==> src/rtl/xgs_regbus_arbiter.sv <==
// -----------------------------------------------------------------------------
// xgs_regbus_arbiter
//
// Shares the single XGS_athena register-file port between N_MASTERS
// requesters (host BAR, sensor-init sequencer, validation driver, ...).
// Requesters are arbitrated round-robin. One read or write at a time is
// issued downstream. The arbiter then waits for completion under a timeout
// guard and returns data and status to the requester that won.
//
// Handshake:
//   Master side: m_req[i] is a level request. m_rnw/m_addr/m_wdata are held
//   stable while it is high. m_req is sampled only while the arbiter is idle.
//   Completion is a one-cycle m_ack[i] pulse, and m_rdata/m_err are valid in
//   that cycle. The master drops m_req on the edge after m_ack.
//   Register side: reg_read/reg_write is a one-cycle strobe. reg_addr and
//   reg_wdata stay stable until the response. reg_done is a one-cycle
//   completion pulse, and reg_rdata is valid with it. reg_done is ignored
//   unless the arbiter is waiting.
//
// Ports:
//   sys_clk, sys_reset        clock, asynchronous active-high reset
//   m_req/m_rnw               per-master request and direction (1 = read)
//   m_addr/m_wdata            packed per-master address / write data
//   m_ack/m_grant             completion pulse / one-hot current owner
//   m_rdata/m_err             returned data / timeout flag (valid with m_ack)
//   reg_read/reg_write        downstream strobes
//   reg_addr/reg_wdata        downstream address / write data
//   reg_rdata/reg_done        downstream read data / completion pulse
//   busy                      arbiter not idle
//   timeout_cnt               saturating timeout counter
//   dbg_state                 FSM state (IDLE=0, ISSUE=1, WAIT=2, RESP=3)
// -----------------------------------------------------------------------------
module xgs_regbus_arbiter #(
   parameter int                N_MASTERS = 4,
   parameter int                ADDR_W    = 11,
   parameter int                DATA_W    = 32,
   parameter int                TIMEOUT   = 1023,
   parameter logic [DATA_W-1:0] ERR_DATA  = DATA_W'(32'hBADC_0FFE)
) (
   input  logic                          sys_clk,
   input  logic                          sys_reset,
   input  logic [N_MASTERS-1:0]          m_req,
   input  logic [N_MASTERS-1:0]          m_rnw,
   input  logic [N_MASTERS*ADDR_W-1:0]   m_addr,
   input  logic [N_MASTERS*DATA_W-1:0]   m_wdata,
   output logic [N_MASTERS-1:0]          m_ack,
   output logic [N_MASTERS-1:0]          m_grant,
   output logic [DATA_W-1:0]             m_rdata,
   output logic                          m_err,
   output logic                          reg_read,
   output logic                          reg_write,
   output logic [ADDR_W-1:0]             reg_addr,
   output logic [DATA_W-1:0]             reg_wdata,
   input  logic [DATA_W-1:0]             reg_rdata,
   input  logic                          reg_done,
   output logic                          busy,
   output logic [7:0]                    timeout_cnt,
   output logic [1:0]                    dbg_state
);

   localparam int IDX_W = (N_MASTERS > 1) ? $clog2(N_MASTERS) : 1;
   localparam int TMR_W = $clog2(TIMEOUT + 1);
   localparam logic [IDX_W:0] NM = (IDX_W + 1)'(N_MASTERS);

   localparam logic [1:0] S_IDLE  = 2'd0;
   localparam logic [1:0] S_ISSUE = 2'd1;
   localparam logic [1:0] S_WAIT  = 2'd2;
   localparam logic [1:0] S_RESP  = 2'd3;

   logic [1:0]           state_q, state_d;
   logic [IDX_W-1:0]     last_grant_q, last_grant_d;
   logic [IDX_W-1:0]     win_q, win_d;
   logic [N_MASTERS-1:0] grant_q, grant_d;
   logic                 rnw_q, rnw_d;
   logic [ADDR_W-1:0]    addr_q, addr_d;
   logic [DATA_W-1:0]    wdata_q, wdata_d;
   logic [TMR_W-1:0]     timer_q, timer_d;
   logic [DATA_W-1:0]    rdata_q, rdata_d;
   logic                 err_q, err_d;
   logic [7:0]           tocnt_q, tocnt_d;

   // Round-robin search: the first requester found, starting one above the
   // last winner and wrapping past N_MASTERS-1 back to 0.
   logic                 arb_found;
   logic [IDX_W-1:0]     arb_idx;
   logic [IDX_W:0]       cand;

   always_comb begin
      arb_found = 1'b0;
      arb_idx   = '0;
      cand      = '0;
      for (int k = 1; k <= N_MASTERS; k++) begin
         cand = {1'b0, last_grant_q} + (IDX_W + 1)'(k);
         if (cand >= NM) begin
            cand = cand - NM;
         end
         if (!arb_found && m_req[cand[IDX_W-1:0]]) begin
            arb_found = 1'b1;
            arb_idx   = cand[IDX_W-1:0];
         end
      end
   end

   always_comb begin
      state_d      = state_q;
      last_grant_d = last_grant_q;
      win_d        = win_q;
      grant_d      = grant_q;
      rnw_d        = rnw_q;
      addr_d       = addr_q;
      wdata_d      = wdata_q;
      timer_d      = timer_q;
      rdata_d      = rdata_q;
      err_d        = err_q;
      tocnt_d      = tocnt_q;
      case (state_q)
         S_IDLE: begin
            if (arb_found) begin
               win_d   = arb_idx;
               grant_d = N_MASTERS'(1) << arb_idx;
               rnw_d   = m_rnw[arb_idx];
               addr_d  = m_addr[arb_idx*ADDR_W +: ADDR_W];
               wdata_d = m_wdata[arb_idx*DATA_W +: DATA_W];
               state_d = S_ISSUE;
            end
         end
         S_ISSUE: begin
            timer_d = '0;
            state_d = S_WAIT;
         end
         S_WAIT: begin
            // reg_done takes priority over the timeout in the same cycle.
            if (reg_done) begin
               rdata_d = rnw_q ? reg_rdata : '0;
               err_d   = 1'b0;
               state_d = S_RESP;
            end else if (timer_q == TMR_W'(TIMEOUT - 1)) begin
               // timer_q counts completed WAIT cycles, so this is WAIT cycle TIMEOUT.
               rdata_d = ERR_DATA;
               err_d   = 1'b1;
               if (tocnt_q != 8'hFF) begin
                  tocnt_d = tocnt_q + 8'd1;
               end
               state_d = S_RESP;
            end else begin
               timer_d = timer_q + TMR_W'(1);
            end
         end
         S_RESP: begin
            last_grant_d = win_q;
            grant_d      = '0;
            state_d      = S_IDLE;
         end
         default: begin
            state_d = S_IDLE;
         end
      endcase
   end

   always_ff @(posedge sys_clk or posedge sys_reset) begin
      if (sys_reset) begin
         state_q      <= S_IDLE;
         last_grant_q <= IDX_W'(N_MASTERS - 1);
         win_q        <= '0;
         grant_q      <= '0;
         rnw_q        <= 1'b0;
         addr_q       <= '0;
         wdata_q      <= '0;
         timer_q      <= '0;
         rdata_q      <= '0;
         err_q        <= 1'b0;
         tocnt_q      <= '0;
      end else begin
         state_q      <= state_d;
         last_grant_q <= last_grant_d;
         win_q        <= win_d;
         grant_q      <= grant_d;
         rnw_q        <= rnw_d;
         addr_q       <= addr_d;
         wdata_q      <= wdata_d;
         timer_q      <= timer_d;
         rdata_q      <= rdata_d;
         err_q        <= err_d;
         tocnt_q      <= tocnt_d;
      end
   end

   assign m_grant     = grant_q;
   assign m_ack       = (state_q == S_RESP) ? grant_q : '0;
   assign m_rdata     = rdata_q;
   assign m_err       = err_q;
   assign reg_read    = (state_q == S_ISSUE) &&  rnw_q;
   assign reg_write   = (state_q == S_ISSUE) && !rnw_q;
   assign reg_addr    = addr_q;
   assign reg_wdata   = wdata_q;
   assign busy        = (state_q != S_IDLE);
   assign timeout_cnt = tocnt_q;
   assign dbg_state   = state_q;

endmodule

==> config.mk <==
export PLATFORM = sky130hd
export DESIGN_NAME = xgs_regbus_arbiter
export DESIGN_NICKNAME = d
export VERILOG_FILES = /design/src/rtl/xgs_regbus_arbiter.sv
export SDC_FILE = /design/constraint.sdc
export NUM_CORES = 1
export LEC_CHECK = 0
export ABC_AREA = 1
export CORE_UTILIZATION = 38
export DETAILED_ROUTE_END_ITERATION = 6
export GPL_TIMING_DRIVEN = 0
export HOLD_SLACK_MARGIN = 0.02
export PLACE_DENSITY = 0.83
export SYNTH_ARGS = -nofsm -noshare
export SYNTH_HDL_FRONTEND = slang
export SYNTH_SLANG_ARGS = --single-unit
export TNS_END_PERCENT = 1
==> constraint.sdc <==
create_clock -name sys_clk -period 3.04 [get_ports sys_clk]
set_input_delay 0.456 -clock sys_clk [delete_from_list [all_inputs] [get_ports sys_clk]]
set_output_delay 0.456 -clock sys_clk [all_outputs]
set_load 0.02 [all_outputs]
# ---- After elaboration in Yosys (flattened, before gate mapping)
# Index checks and enable logic that the tools add are counted.
# Widths: inputs -> output; s select.
dict set report classes {
  n_mux 37
  n_lt_le_gt_ge 9
  n_mul 1
  bitwise 1
  add_sub_neg 10
  n_eq_ne 9
  shifts 3
  reduce_logical 20
}
# cell n
set op_table {}
lappend op_table {{$shiftx 128x8->32} 1}
lappend op_table {{$mux 32} 3}
lappend op_table {{$shiftx 44x7->11} 1}
lappend op_table {{$mux 2} 11}
lappend op_table {{$mux 10} 2}
lappend op_table {{$pmux 10 s2} 1}
lappend op_table {{$lt 2x3->1 const B} 5}
lappend op_table {{$ge 3x3->1 const B} 4}
lappend op_table {{$mux 1} 11}
lappend op_table {{$add 10x1->10 const B} 1}
lappend op_table {{$bmux 1 s2} 5}
lappend op_table {{$eq 10x10->1 const B} 1}
lappend op_table {{$add 8x1->8 const B} 1}
lappend op_table {{$mux 4} 2}
lappend op_table {{$ne 8x8->1 const B} 1}
lappend op_table {{$pmux 2 s4} 1}
lappend op_table {{$pmux 4 s2} 1}
lappend op_table {{$reduce_and 2->1} 4}
lappend op_table {{$reduce_bool 2->1} 4}
lappend op_table {{$sub 2x1->2 const B} 4}
lappend op_table {{$add 2x2->3 const B} 2}
lappend op_table {{$mul 2x4->6 const B} 1}
lappend op_table {{$ne 2x2->1 const B} 3}
lappend op_table {{$logic_and 1x1->1} 5}
lappend op_table {{other kinds (11)} 15}
dict set report word_totals {
  out_inout_bits 97
  ff_bits 105
}

# ---- Logic depth before layout (Yosys ltp)
# Gate-level depths: netlist (run 1).
dict set report logic_depth {
  word_depth 18
  depth_mapped 18
  ltp_nobuf 16
}

# ---- Worst setup path before layout (run 1)
# OpenSTA, ideal clock, no wires.
dict set report synth_timing {
  path_kind {reg2reg}
  from {register last_grant_q[0]}
  to {register wdata_q[9] (netlist: reg_wdata[9])}
  stages_incl_launch_ff 16
  arrival_time_ns 1.894
  path_slack_ns 1.081
  synth_period_minus_slack_ns 1.959
  setup_time_ns 0.066
  cell_sequence {dfstp_2 -> buf_4 -> inv_4 -> nand2_1 -> nand2_1 -> o21ai_0 -> nand3_2 -> nand2_4 -> buf_6 -> buf_6 -> nand3_2 -> nand2_1 -> nand2_1 -> nand2_1 -> nand2_1 -> nand2_1}
}
dict set report synth_via {
  elab_chain_len 16
}
# element line_no
set synth_rtl {}
lappend synth_rtl {{start: declaration} 71} ;# logic [IDX_W-1:0] last_grant_q, last_grant_d;
lappend synth_rtl {{start signal: assignment} 163} ;# last_grant_q <= IDX_W'(N_MASTERS - 1);
lappend synth_rtl {{start signal: assignment} 175} ;# last_grant_q <= last_grant_d;
lappend synth_rtl {{$add 2x1->3} 93} ;# cand = {1'b0, last_grant_q} + (IDX_W + 1)'(k);
lappend synth_rtl {{$ge 3x3->1 / $sub 2x1->2 (equally long branches)} {94, 95}}
lappend synth_rtl {{$mux 2} 94} ;# if (cand >= NM) begin
lappend synth_rtl {{$bmux 1 s2} 97} ;# if (!arb_found && m_req[cand[IDX_W-1:0]]) begin
lappend synth_rtl {{$mux 1 (not written as such)} 97}
lappend synth_rtl {{$mux 1} 97}
lappend synth_rtl {{$logic_not 1->1} 97}
lappend synth_rtl {{$logic_and 1x1->1} 97}
lappend synth_rtl {{$mux 1} 97}
lappend synth_rtl {{$logic_not 1->1} 97}
lappend synth_rtl {{$logic_and 1x1->1} 97}
lappend synth_rtl {{$mux 1} 97}
lappend synth_rtl {{$logic_not 1->1} 97}
lappend synth_rtl {{$logic_and 1x1->1} 97}
lappend synth_rtl {{$mux 2 / $mux 1 (equally long branches)} 97}
lappend synth_rtl {{$shiftx 128x8->32 / $reduce_and 2->1 (equally long branches)} n/a}
lappend synth_rtl {{end signal: assignment} 180} ;# wdata_q <= wdata_d;
lappend synth_rtl {{end: declaration} 76} ;# logic [DATA_W-1:0] wdata_q, wdata_d;
# Several ways; a longest one is shown, not always the timed one. The select of a mux whose other input is x is not followed.
# A chain may end at the register's enable or synchronous reset.

# ---- Final worst setup path (run 1)
dict set report layout_timing {
  from {register rnw_q}
  to {output reg_read}
}
dict set report layout_via {
  elab_chain_len 1
}
# element line_no
set layout_rtl {}
lappend layout_rtl {{start: declaration} 74} ;# logic rnw_q, rnw_d;
lappend layout_rtl {{start signal: assignment} 178} ;# rnw_q <= rnw_d;
lappend layout_rtl {{$logic_and 1x1->1} 192} ;# assign reg_read = (state_q == S_ISSUE) && rnw_q;
lappend layout_rtl {{end: declaration} 50} ;# output logic reg_read,
# No other way between the ends.

==> results.yml, run 1 <==
placement:
  placed_area_um2: 9960
  dp_cells: 1516
  gp_congestion: 0.958
  io_buffers: 311
  hpwl_um: 19000
worst_setup_path:
  arrival_ps: 2150
  slowest_stage: "clkdlybuf4s50_1"
  end_kind: "output port"
  path_cells: "clkbuf_1, clkbuf_1, nand2_1, inv_1, clkdlybuf4s50_1"
  worstSetupPathType: "reg -> out"
  crit_path_max_fanout: 10
  rr_worst_depth: 12
  r2r_slack_ps: 530
  cpMostUsedCell: "clkbuf_1"
  critPathLaunchType: "flip-flop"
  r2r-end: "reg_wdata[29]"
  slowest_delay_ps: 590
  worstPathRequired_ps: 2580
  reg2reg_from: "last_grant_q[0]"
final_layout:
  layout.nets: 1530
  areaGrowthSynthToFinish_pct: 58.0
  ff_latch_area_um2: 2630
  stdcell_count: 1533
  layout_commonest_cell: "nand2_1"
  fin_area_um2: 10300
  fillCellCount: 1536
  fin_util_pct: 61.7
  drive_above_1_share_pct: 6.40
  final_cell_mix: "543 x nand2_1, 311 x clkdlybuf4s50_1, 103 x dfrtp_1"
  multi_input_area_um2: 3420
clock_tree:
  cts.sinks: 105
  clockBufferDepth: 2
  ctsHoldBuffers: 0
  cts_setup_buffers: 0
  clk_latency_ps: 360
  numCtsBuffers: 9
  clkTransAtPathRegs_ps: 80
  ctsHtreeMaxLevel: 3
  post_cts_resized: 0
  cts_root_buf: "clkbuf_16"
  cts_tree: "built"
yosys:
  synth_top_area_share_pct: 39.6
  yosysTopAreaCell: "dfrtp_1"
  syn_area_um2: 6500
  synth_cell_types: 31
  postSynthAreaPerCell_um2: 6.62
  syn-num-nets: 1205
  yosysSeqAreaShare_pct: 40.4
  synth_seq_cells: 105
  netlist_top_cells_area: "dfrtp_1 40%, nand2_1 31%, nand3_1 7.6%"
  yosysWarningCount: 0
  syn_inst: 982
die:
  start_util_pct: 39.1
  die_x_um: 133
  dieArea_um2: 17600
  core_um2: 16600
  ios: 312
  fp.dieH_um: 133
  fp-row-count: 47
sta:
  period_minus_slack_ps: 2600
  fin_crit_sh_pct: 85.6
  rsz0062_at_grt: "false"
  fin_skew_ps: 13.8
  max_freq_mhz: 384
  tightest_slew_ps: 530
  drv_slew: 0
  hold_viol: 0
  fin_tns_setup_ps: 0
  final-setup-viol-count: 0
  slew_headroom_pct: 64.7
route:
  final_antenna_net_count: 0
  drt_iter0_drc: 365
  viasPerCell: 4.92
  routedWlPerCell_um: 15.6
  vias: 7544
  drc: 0
  wl_um: 23900
  firstDrtPassIters: 6
power:
  p_leak_nw: 5.20
  finalPower_mw: 11.2
  vdd_drop_max_mv: 0.505
  power_density_nw_per_um2: 1090
flow_run:
  drv_cap: 0
global_routing:
  grt_max_degree: 41
  first_global_vias: 7424
  grt_overflow: 0
  antenna_found_initial: 1
  grt_usage_pct: 27.5
  grt_pass1_wl_um: 37800
outcome:
  outcome: "complete, no violations"
min_path:
  hp-class: "in -> async"
[registers in the layout (all words and copies together), names as in the netlist]
name,count
m_rdata,32
reg_wdata,32
reg_addr,11
timer_q,10
timeout_cnt,8
m_grant,4
dbg_state,2
last_grant_q,2
win_q,2
m_err,1
rnw_q,1
[cells in the mapped netlist (all sizes together)]
library cell,n
xor2,9
o21ai,33
nand2,551
nor2,21
nor3,2
nand3,110
nand3b,1
a21oi,27
inv,39
dfstp,2
buf,37
nand4,4
ha,8
and3,1
clkbuf,22
a31oi,1
xnor2,3
mux2,1
o22ai,7
dfrtp,103
[worst max-delay path, delay by kind of cell, from the launching register on]
| family | cells | cell delay [ps] |
|---|---|---|
| buffers and inverters | 4 | 1360 |
| flip-flops | 1 | 330 |
| AND/OR/NAND/NOR | 1 | 100 |
[kinds of logic after synthesis]
logic type	share of synthesized area, %
AND/OR/NAND/NOR	43.8
adder cells (fa/ha/maj)	1.54
XOR/XNOR	1.62
buffers and inverters	7.02
AO/OA/AOI/OAI	5.44
multiplexers	0.173
flip-flops	40.4
[metrics by stage]
step                hold WS [ps]  setup WS (ps)
finish                       328            437
floorplan                    453           1080
detailed placement           464            320
global route                 336            246
CTS                          317            436
global placement             460            246
[metal layers]
| layer | wire length [um] | track usage, % | vias up |
|---|---|---|---|
| li1 | - | - | 3735 |
| met1 | 9270 | 32.2 | 3445 |
| met2 | 12200 | 49.7 | 321 |
| met3 | 1750 | 5.63 | 43 |
| met4 | 675 | 9.07 | 0 |
| met5 | 0 | 0 | - |
[final cells by class]
| cell class | instances | area share, % |
|---|---|---|
| timing repair buffer | 314 | 30.9 |
| inverter | 39 | 1.49 |
| tap | 220 | 2.68 |
| multi-input combinational | 779 | 33.3 |
| clock buffer | 9 | 2.19 |
| antenna | 1 | 0.0244 |
| clock inverter | 7 | 0.877 |
| buffer | 59 | 3.00 |
| sequential | 105 | 25.6 |
[worst max-delay path by stage]
stage	end	startpoint	slack, ps	depth (start not counted)
floorplan	reg_wdata[9]	last_grant_q[0]	1080	15
global placement	reg_addr[0]	sys_reset	250	2
detailed placement	reg_wdata[25]	m_req[1]	320	12
CTS	reg_read	rnw_q	440	5
global route	reg_wdata[4]	last_grant_q[0]	250	11
finish	reg_read	rnw_q	440	5
[where the power goes]
group	internal [mW]	leakage, nW	switching (mW)
Clock	0.665	0.156	0.590
Combinational	2.84	3.69	4.82
Sequential	1.95	1.35	0.336
Power figures use the tool's default switching activity.
==> run 2: changes to the inputs <==
--- a/config.mk
+++ b/config.mk
@@ -11,6 +11,7 @@
 export GPL_TIMING_DRIVEN = 0
 export HOLD_SLACK_MARGIN = 0.02
 export PLACE_DENSITY = 0.83
+export SKIP_LAST_GASP = 1
 export SYNTH_ARGS = -nofsm -noshare
 export SYNTH_HDL_FRONTEND = slang
 export SYNTH_SLANG_ARGS = --single-unit
==> results of run 2 <==
The final DEF is identical to that of run 1; final timing and power are the same.
